**config.mk**
```make
export PLATFORM = sky130hd
export DESIGN_NAME = fifo_wrarb
export DESIGN_NICKNAME = d
export VERILOG_FILES = /design/src/rtl/fifo_wrarb.sv
export SDC_FILE = /design/constraint.sdc
export NUM_CORES = 1
export LEC_CHECK = 0
export ABC_CLOCK_PERIOD_IN_PS = 1900
export BUFFER_PORTS_ARGS = -buffer_cell sky130_fd_sc_hd__buf_2
export CORE_UTILIZATION = 39
export CTS_CLUSTER_DIAMETER = 50
export DETAILED_ROUTE_END_ITERATION = 16
export GPL_ROUTABILITY_DRIVEN = 0
export GPL_TIMING_DRIVEN = 0
export PLACE_DENSITY = 0.76
export SYNTH_ARGS = -nofsm -noshare
export SYNTH_HDL_FRONTEND = slang
export SYNTH_SLANG_ARGS = --single-unit
```
**constraint.sdc**
```tcl
create_clock -name clk_i -period 1.9 [get_ports clk_i]
set_input_delay 0.095 -clock clk_i [delete_from_list [all_inputs] [get_ports clk_i]]
set_output_delay 0.095 -clock clk_i [all_outputs]
set_load 0.1 [all_outputs]
```
**src/rtl/fifo_wrarb.sv**
```systemverilog
// Round-robin write-port arbiter: NREQ producers share one fifo write port,
// each grant covering a packet of up to BURST beats.
module fifo_wrarb #(
  parameter int NREQ  = 2,
  parameter int WIDTH = 8,
  parameter int BURST = 4
) (
  input  logic                  clk_i,
  input  logic                  rst_i,
  input  logic [NREQ-1:0]       req_i,
  input  logic [NREQ-1:0]       last_i,
  input  logic [NREQ*WIDTH-1:0] data_i,
  output logic [NREQ-1:0]       gnt_o,
  output logic [NREQ-1:0]       ack_o,
  output logic                  write_o,
  output logic [WIDTH-1:0]      data_o,
  input  logic                  full_i
);

  localparam int IW = (NREQ > 1) ? $clog2(NREQ) : 1;
  localparam int CW = $clog2(BURST) + 1;

  typedef enum logic {IDLE, BUSY} state_t;

  state_t          state_q, state_d;
  logic [NREQ-1:0] gnt_q,   gnt_d;
  logic [IW-1:0]   gidx_q,  gidx_d;
  logic [IW-1:0]   ptr_q,   ptr_d;
  logic [CW-1:0]   cnt_q,   cnt_d;

  logic            found;
  logic [IW-1:0]   sel_idx;
  logic            release_now;
  int              idx;

  // First requester at or after ptr, wrapping modulo NREQ.
  always_comb begin
    found   = 1'b0;
    sel_idx = '0;
    idx     = 0;
    for (int i = 0; i < NREQ; i++) begin
      idx = int'(ptr_q) + i;
      if (idx >= NREQ) idx = idx - NREQ;
      if (!found && req_i[idx]) begin
        found   = 1'b1;
        sel_idx = IW'(idx);
      end
    end
  end

  assign gnt_o   = gnt_q;
  assign write_o = (state_q == BUSY) && req_i[gidx_q] && !full_i;
  assign ack_o   = gnt_q & {NREQ{write_o}};
  assign data_o  = data_i[gidx_q*WIDTH +: WIDTH];

  // Abandoning the grant (req dropped) releases without a write.
  assign release_now = !req_i[gidx_q] ||
                       (write_o && (last_i[gidx_q] || cnt_q == CW'(BURST-1)));

  // NOTE: every variable gets a default before the case so no latch is inferred.
  always_comb begin
    state_d = state_q;
    gnt_d   = gnt_q;
    gidx_d  = gidx_q;
    ptr_d   = ptr_q;
    cnt_d   = cnt_q;
    case (state_q)
      IDLE: begin
        gnt_d = '0;
        if (found) begin
          state_d = BUSY;
          gidx_d  = sel_idx;
          gnt_d   = '0;
          gnt_d[sel_idx] = 1'b1;
          cnt_d   = '0;
        end
      end
      BUSY: begin
        if (write_o) cnt_d = cnt_q + 1'b1;
        if (release_now) begin
          state_d = IDLE;
          gnt_d   = '0;
          ptr_d   = (gidx_q == IW'(NREQ-1)) ? '0 : gidx_q + 1'b1;
        end
      end
      default: state_d = IDLE;
    endcase
  end

  // NOTE: sequential state uses non-blocking assignments only.
  always_ff @(posedge clk_i or posedge rst_i) begin
    if (rst_i) begin
      state_q <= IDLE;
      gnt_q   <= '0;
      gidx_q  <= '0;
      ptr_q   <= '0;
      cnt_q   <= '0;
    end else begin
      state_q <= state_d;
      gnt_q   <= gnt_d;
      gidx_q  <= gidx_d;
      ptr_q   <= ptr_d;
      cnt_q   <= cnt_d;
    end
  end

endmodule

```
==> results of run 1 <==
==> worst min-delay path by stage <==
stage / startpoint / cells past startpoint / slack, ns / to
4_1_cts: full_i / 3 / 0.19 / cnt_q[0]$_DFFE_PP0P_
6_report: full_i / 3 / 0.19 / cnt_q[0]$_DFFE_PP0P_
2_1_floorplan: rst_i / 1 / -0.09 / cnt_q[0]$_DFFE_PP0P_
3_3_place_gp: rst_i / 2 / 0.05 / cnt_q[0]$_DFFE_PP0P_
3_5_place_dp: rst_i / 2 / 0.06 / gnt_o[0]$_DFFE_PP0P_
5_1_grt: req_i[0] / 3 / 0.21 / gnt_o[0]$_DFFE_PP0P_
==> cell type report <==
| class | instances | share of cell area |
|---|---|---|
| repair buffers | 36 | 0.248 |
| well taps | 14 | 0.0226 |
| plain buffers | 1 | 0.00645 |
| inverters | 5 | 0.0242 |
| multi-input cells | 39 | 0.411 |
| flip-flops and latches | 8 | 0.258 |
| clock buffers | 3 | 0.0290 |
==> kinds of logic (layout without fill, tap and decap cells) <==
| group | Yosys count | count (layout) |
|---|---|---|
| fa+ha+maj | 2 | 2 |
| compound gates | 9 | 9 |
| mux | 13 | 13 |
| flops | 8 | 8 |
| simple gates | 15 | 15 |
| buf+inv | 6 | 45 |
==> flip-flops by register name, indices dropped and copies added (netlist names) <==
register / cells
cnt_q: 3
gidx_q: 1
gnt_o: 2
ptr_q: 1
state_q: 1
==> per-layer routing <==
layer,share of wire,vias to the layer above
li1,-,264
met4,0.0031,0
met2,0.51,18
met1,0.44,237
met3,0.047,2
met5,0,-
==> critical path, stage by stage (launching register included) <==
cell and delay, ns:
dfrtp_1 0.41, mux2i_1 0.20, nor3_4 0.34, and2_4 0.20
buf_4 0.28
==> Yosys cell counts <==
library cell / n
nor3_2: 1
ha_1: 2
and2_1: 2
and3b_1: 1
a211o_1: 1
a32o_1: 1
buf_2: 1
nand3_1: 1
mux2_4: 1
inv_1: 5
nor2_1: 1
o21ai_0: 5
mux2_2: 8
dfrtp_1: 8
o21bai_1: 1
mux2i_1: 4
nand2_1: 7
nor2b_1: 2
o21a_1: 1
==> power by group <==
| group | leakage (nW) | internal, mW | total (mW) | switching [mW] |
|---|---|---|---|---|
| registers | 0.102 | 0.240 | 0.310 | 0.0700 |
| logic | 0.298 | 0.255 | 1.06 | 0.801 |
| clock network | 0.0138 | 0.0718 | 0.123 | 0.0511 |
| total | 0.415 | 0.566 | 1.49 | 0.922 |
==> what timing repair did <==
action,CTS,global route
endpoints found under the hold margin,8,0
gates resized for setup,2,1
hold buffers,1,0
cloned,0,0
endpoints found under the setup margin,2,1
==> stage by stage <==
stage               TNS (ns)  hold WS, ns   util  total power [mW]  setup slack, ns
CTS                        0        0.194  0.652              1.49           0.0856
floorplan             -0.393      -0.0893      -              1.19           -0.196
detailed placement         0       0.0561  0.620              1.35            0.247
finish                     0        0.194  0.654              1.49            0.128
global route               0        0.208  0.654              1.55          0.00638
global placement           0       0.0470  0.620              1.34            0.260
==> reports/results.ini, run 1 <==
[final_layout]
fin_cells = 106
fin_area_um2 = 776
multiInputGateArea_um2 = 319
final_common_cell = buf_2
drive_gt1_frac = 0.554
synthToLayoutAreaGrowth_pct = 45.9
antenna_cells = 0
n_fill_cell = 99
nets = 119
regArea_um2 = 200
final_cell_mix = buf_2, mux2_2, dfrtp_1

[floorplan]
die_w_um = 38.9
initial_core_util = 0.448
fp-row-count = 12
ios = 36
fp.coreArea_um2 = 1190
die_area_um2 = 1520
die_h_um = 38.9

[critical_path]
arrival_ns = 1.68
end_kind = primary output
cp.required_ns = 1.80
worstReg2RegEnd = ptr_q$_DFFE_PP0P_
worstPathMaxFanout = 6
path_class = register to primary output
r2r_slack_ns = 0.27
startpoint = gidx_q$_DFFE_PP0P_
cp-endpoint = ack_o[0]
worst_r2r_path_depth = 5
cp-start-kind = register
reg2reg_from = cnt_q[0]$_DFFE_PP0P_

[logic_synthesis]
muxShareOfSynthArea = 0.273
synth.avg_cell_area_um2 = 10.0
synth-simple-area-share = 0.148
ys.warnings.count = 0
synth-xor-area-share = 0
synth_fp_nets = 78
synth_area_um2 = 532
synth.area.top_cells = dfrtp_1, mux2_2, mux2i_1
synth_top_area_cell = dfrtp_1
synth-adder-area-share = 0.0471
synth-compound-area-share = 0.111
synth_top_area_frac = 0.376
synth_top_family_by_area = multiplexers
ys_ff_latch = 8
ys_types = 19
synth_cells = 53
seq_area_frac_synth = 0.376

[grt]
grt_busiest_layer = met1
grt_start_max_net_pins = 11
track_usage = 0.178
antenna_found_initial = 0
grt_overflow_total = 0
grt_pass1_wl_um = 1820
grt_use_met3 = 0.0347
grt_pass1_vias = 430
use_met2 = 0.254
met1_usage = 0.256

[clock_network]
cts.htree.levels = 1
post-cts-setup-buffers = 0
clkTransAtPathRegs_ns = 0.05
cts_tree = built
cts_buffer_depth = 2
cts-root-buf = clkbuf_4
clkSinkCount = 8
cts_buffers = 3
clock_latency_ns = 0.24

[outcome]
status = completed

[drt]
avgRoutedWirePerCell_um = 12.3
num_vias = 521
drt_wl_total_um = 1300
drt_iter0_markers = 15
viasPerCell = 4.92
drc = 0
antenna_left = 0
dr.pass1.iters = 4

[timing]
finalCriticalPeriod_ns = 1.77
fmax_ghz = 0.564
worst_pin_slew_ns = 0.492
slew_headroom = 0.674
rsz0062_at_grt = no
final_max_slew_viol_count = 0
final_hold_viol_count = 0
fin_crit_sh = 0.933
setup_viol = 0
skew_ns = 0.00308

[pwr]
p_leak_nw = 0.415
ir_drop_mv = 0.976
pwr_density_cell_nw_per_um2 = 1920

[placed_design]
dp_cells = 102
port_buffers = 35
place_area_um2 = 736
dp_hpwl_um = 1060

[worst_hold_path]
min_path_type = input pin to register

[job]
maxCapViolCount = 0

(Power assumes the default switching activity.)
==> run 2: changes to the inputs <==
--- a/config.mk
+++ b/config.mk
@@ -12,7 +12,7 @@
 export DETAILED_ROUTE_END_ITERATION = 16
 export GPL_ROUTABILITY_DRIVEN = 0
 export GPL_TIMING_DRIVEN = 0
-export PLACE_DENSITY = 0.76
+export PLACE_DENSITY = 0.79
 export SYNTH_ARGS = -nofsm -noshare
 export SYNTH_HDL_FRONTEND = slang
 export SYNTH_SLANG_ARGS = --single-unit
==> reports/results.ini, run 2 (synthesized netlist as in run 1, its figures left out) <==
[drt]
drt_iter0_markers = 11
wl_met2_um = 624
drt_wl_total_um = 1270
met3WireLength_um = 50
num_vias = 530
top_layer = met4
wirelength_met1_um = 582
avgRoutedWirePerCell_um = 12.0
viasPerCell = 5.00
drc = 0
antenna_left = 0
dr.pass1.iters = 4

[pwr]
finalPower_mw = 1.48
swShare = 0.619
power.switching_mw = 0.915
ir_drop_mv = 1.02
pwr-share-seq = 0.209
p_leak_nw = 0.415
intPower_mw = 0.563
p_clk_frac = 0.083
power_frac_comb = 0.708
pwr_density_cell_nw_per_um2 = 1910

[clock_network]
post-cts-setup-buffers = 0
clkTransAtPathRegs_ns = 0.05
cts-root-buf = clkbuf_4
cts_buffer_depth = 2
clkSinkCount = 8
cts_tree = built
clock_latency_ns = 0.24
cts_buffers = 3
cts.htree.levels = 1

[grt]
grt_start_max_net_pins = 11
grt_overflow_total = 0
grt_pass1_wl_um = 1860
grt_pass1_vias = 462
antenna_found_initial = 0
track_usage = 0.186

[final_layout]
drive_gt1_frac = 0.554
n_fill_cell = 110
fin_cells = 106
final_cell_mix = buf_2, mux2_2, dfrtp_1
nets = 119
largest_reg_flops = 3
antenna_cells = 0
regMostFlops = cnt_q
synthToLayoutAreaGrowth_pct = 45.4
fin_area_um2 = 773
final_common_cell = buf_2
utilization = 0.652

[timing]
finalCriticalPeriod_ns = 1.85
worst_pin_slew_ns = 0.491
slew_headroom = 0.675
rsz0062_at_grt = no
fmax_ghz = 0.542
final_max_slew_viol_count = 0
tns_ns = 0
skew_ns = 0.00122
setup_viol = 0
timing.final.ws_setup_ns = 0.0548
final_hold_viol_count = 0
fin_crit_sh = 0.971
hold-worst-slack_ns = 0.183

[critical_path]
cp-start-kind = register
worstPathMaxFanout = 8
cp.required_ns = 1.80
arrival_ns = 1.75
end_kind = primary output
path_class = register to primary output

[outcome]
status = completed

[floorplan]
die_h_um = 38.9
fp.coreArea_um2 = 1190
die_area_um2 = 1520
ios = 36
fp-row-count = 12
initial_core_util = 0.448
die_w_um = 38.9

[job]
maxCapViolCount = 0

[placed_design]
dp_cells = 102
dp_hpwl_um = 1030
port_buffers = 35
place_area_um2 = 736
dp_slack_ns = 0.256

[worst_hold_path]
min_path_type = input pin to register

run 2: cell count changes in the layout (fill, tap and decap cells not counted):
cell      change
clkbuf_4      -1
buf_2         +1
run 2: repair_timing:
item,CTS,global route
endpoints found under the hold margin,8,0
hold buffers,1,0
endpoints found under the setup margin,2,0
resized for setup,2,0
run 2: final timing paths:
check | from | endpoint | slack, ns | cells past startpoint
max | state_q$_DFF_PP0_ | write_o | 0.05 | 3
min | req_i[0] | gnt_o[1]$_DFFE_PP0P_ | 0.18 | 4
max reg2reg | cnt_q[0]$_DFFE_PP0P_ | ptr_q$_DFFE_PP0P_ | 0.29 | 5
min reg2reg | cnt_q[0]$_DFFE_PP0P_ | cnt_q[0]$_DFFE_PP0P_ | 0.50 | 1
max in group asynchronous | rst_i | gidx_q$_DFFE_PP0P_ | 1.34 | 3
min in group asynchronous | rst_i | cnt_q[0]$_DFFE_PP0P_ | 0.33 | 3
run 2: area by class of cell:
type                       count  area, µm²  area share
sequential                     8        200       0.259
tap                           14       17.5      0.0227
timing repair buffer          36        190       0.246
multi-input combinational     39        319       0.413
inverter                       5       18.8      0.0243
buffer                         1       5.00     0.00647
clock buffer                   3       22.5      0.0291
run 2: critical path, stage by stage (launching register included):
cell and delay, ns:
dfrtp_1 0.48, inv_1 0.16, nor3_4 0.36, buf_2 0.50
run 2: power by group through the flow:
stage	Clock [mW]	Sequential [mW]	Combinational, mW
CTS	0.132	0.304	1.05
detailed placement	0	0.307	1.04
floorplan	0	0.420	0.774
global route	0.133	0.318	1.10
finish	0.123	0.308	1.05
global placement	0	0.304	1.03
run 2: metal layers:
layer	up-vias	global-route usage
met4	0	0.129
met5	-	0
met3	2	0.0173
met1	247	0.269
li1	266	-
met2	15	0.254
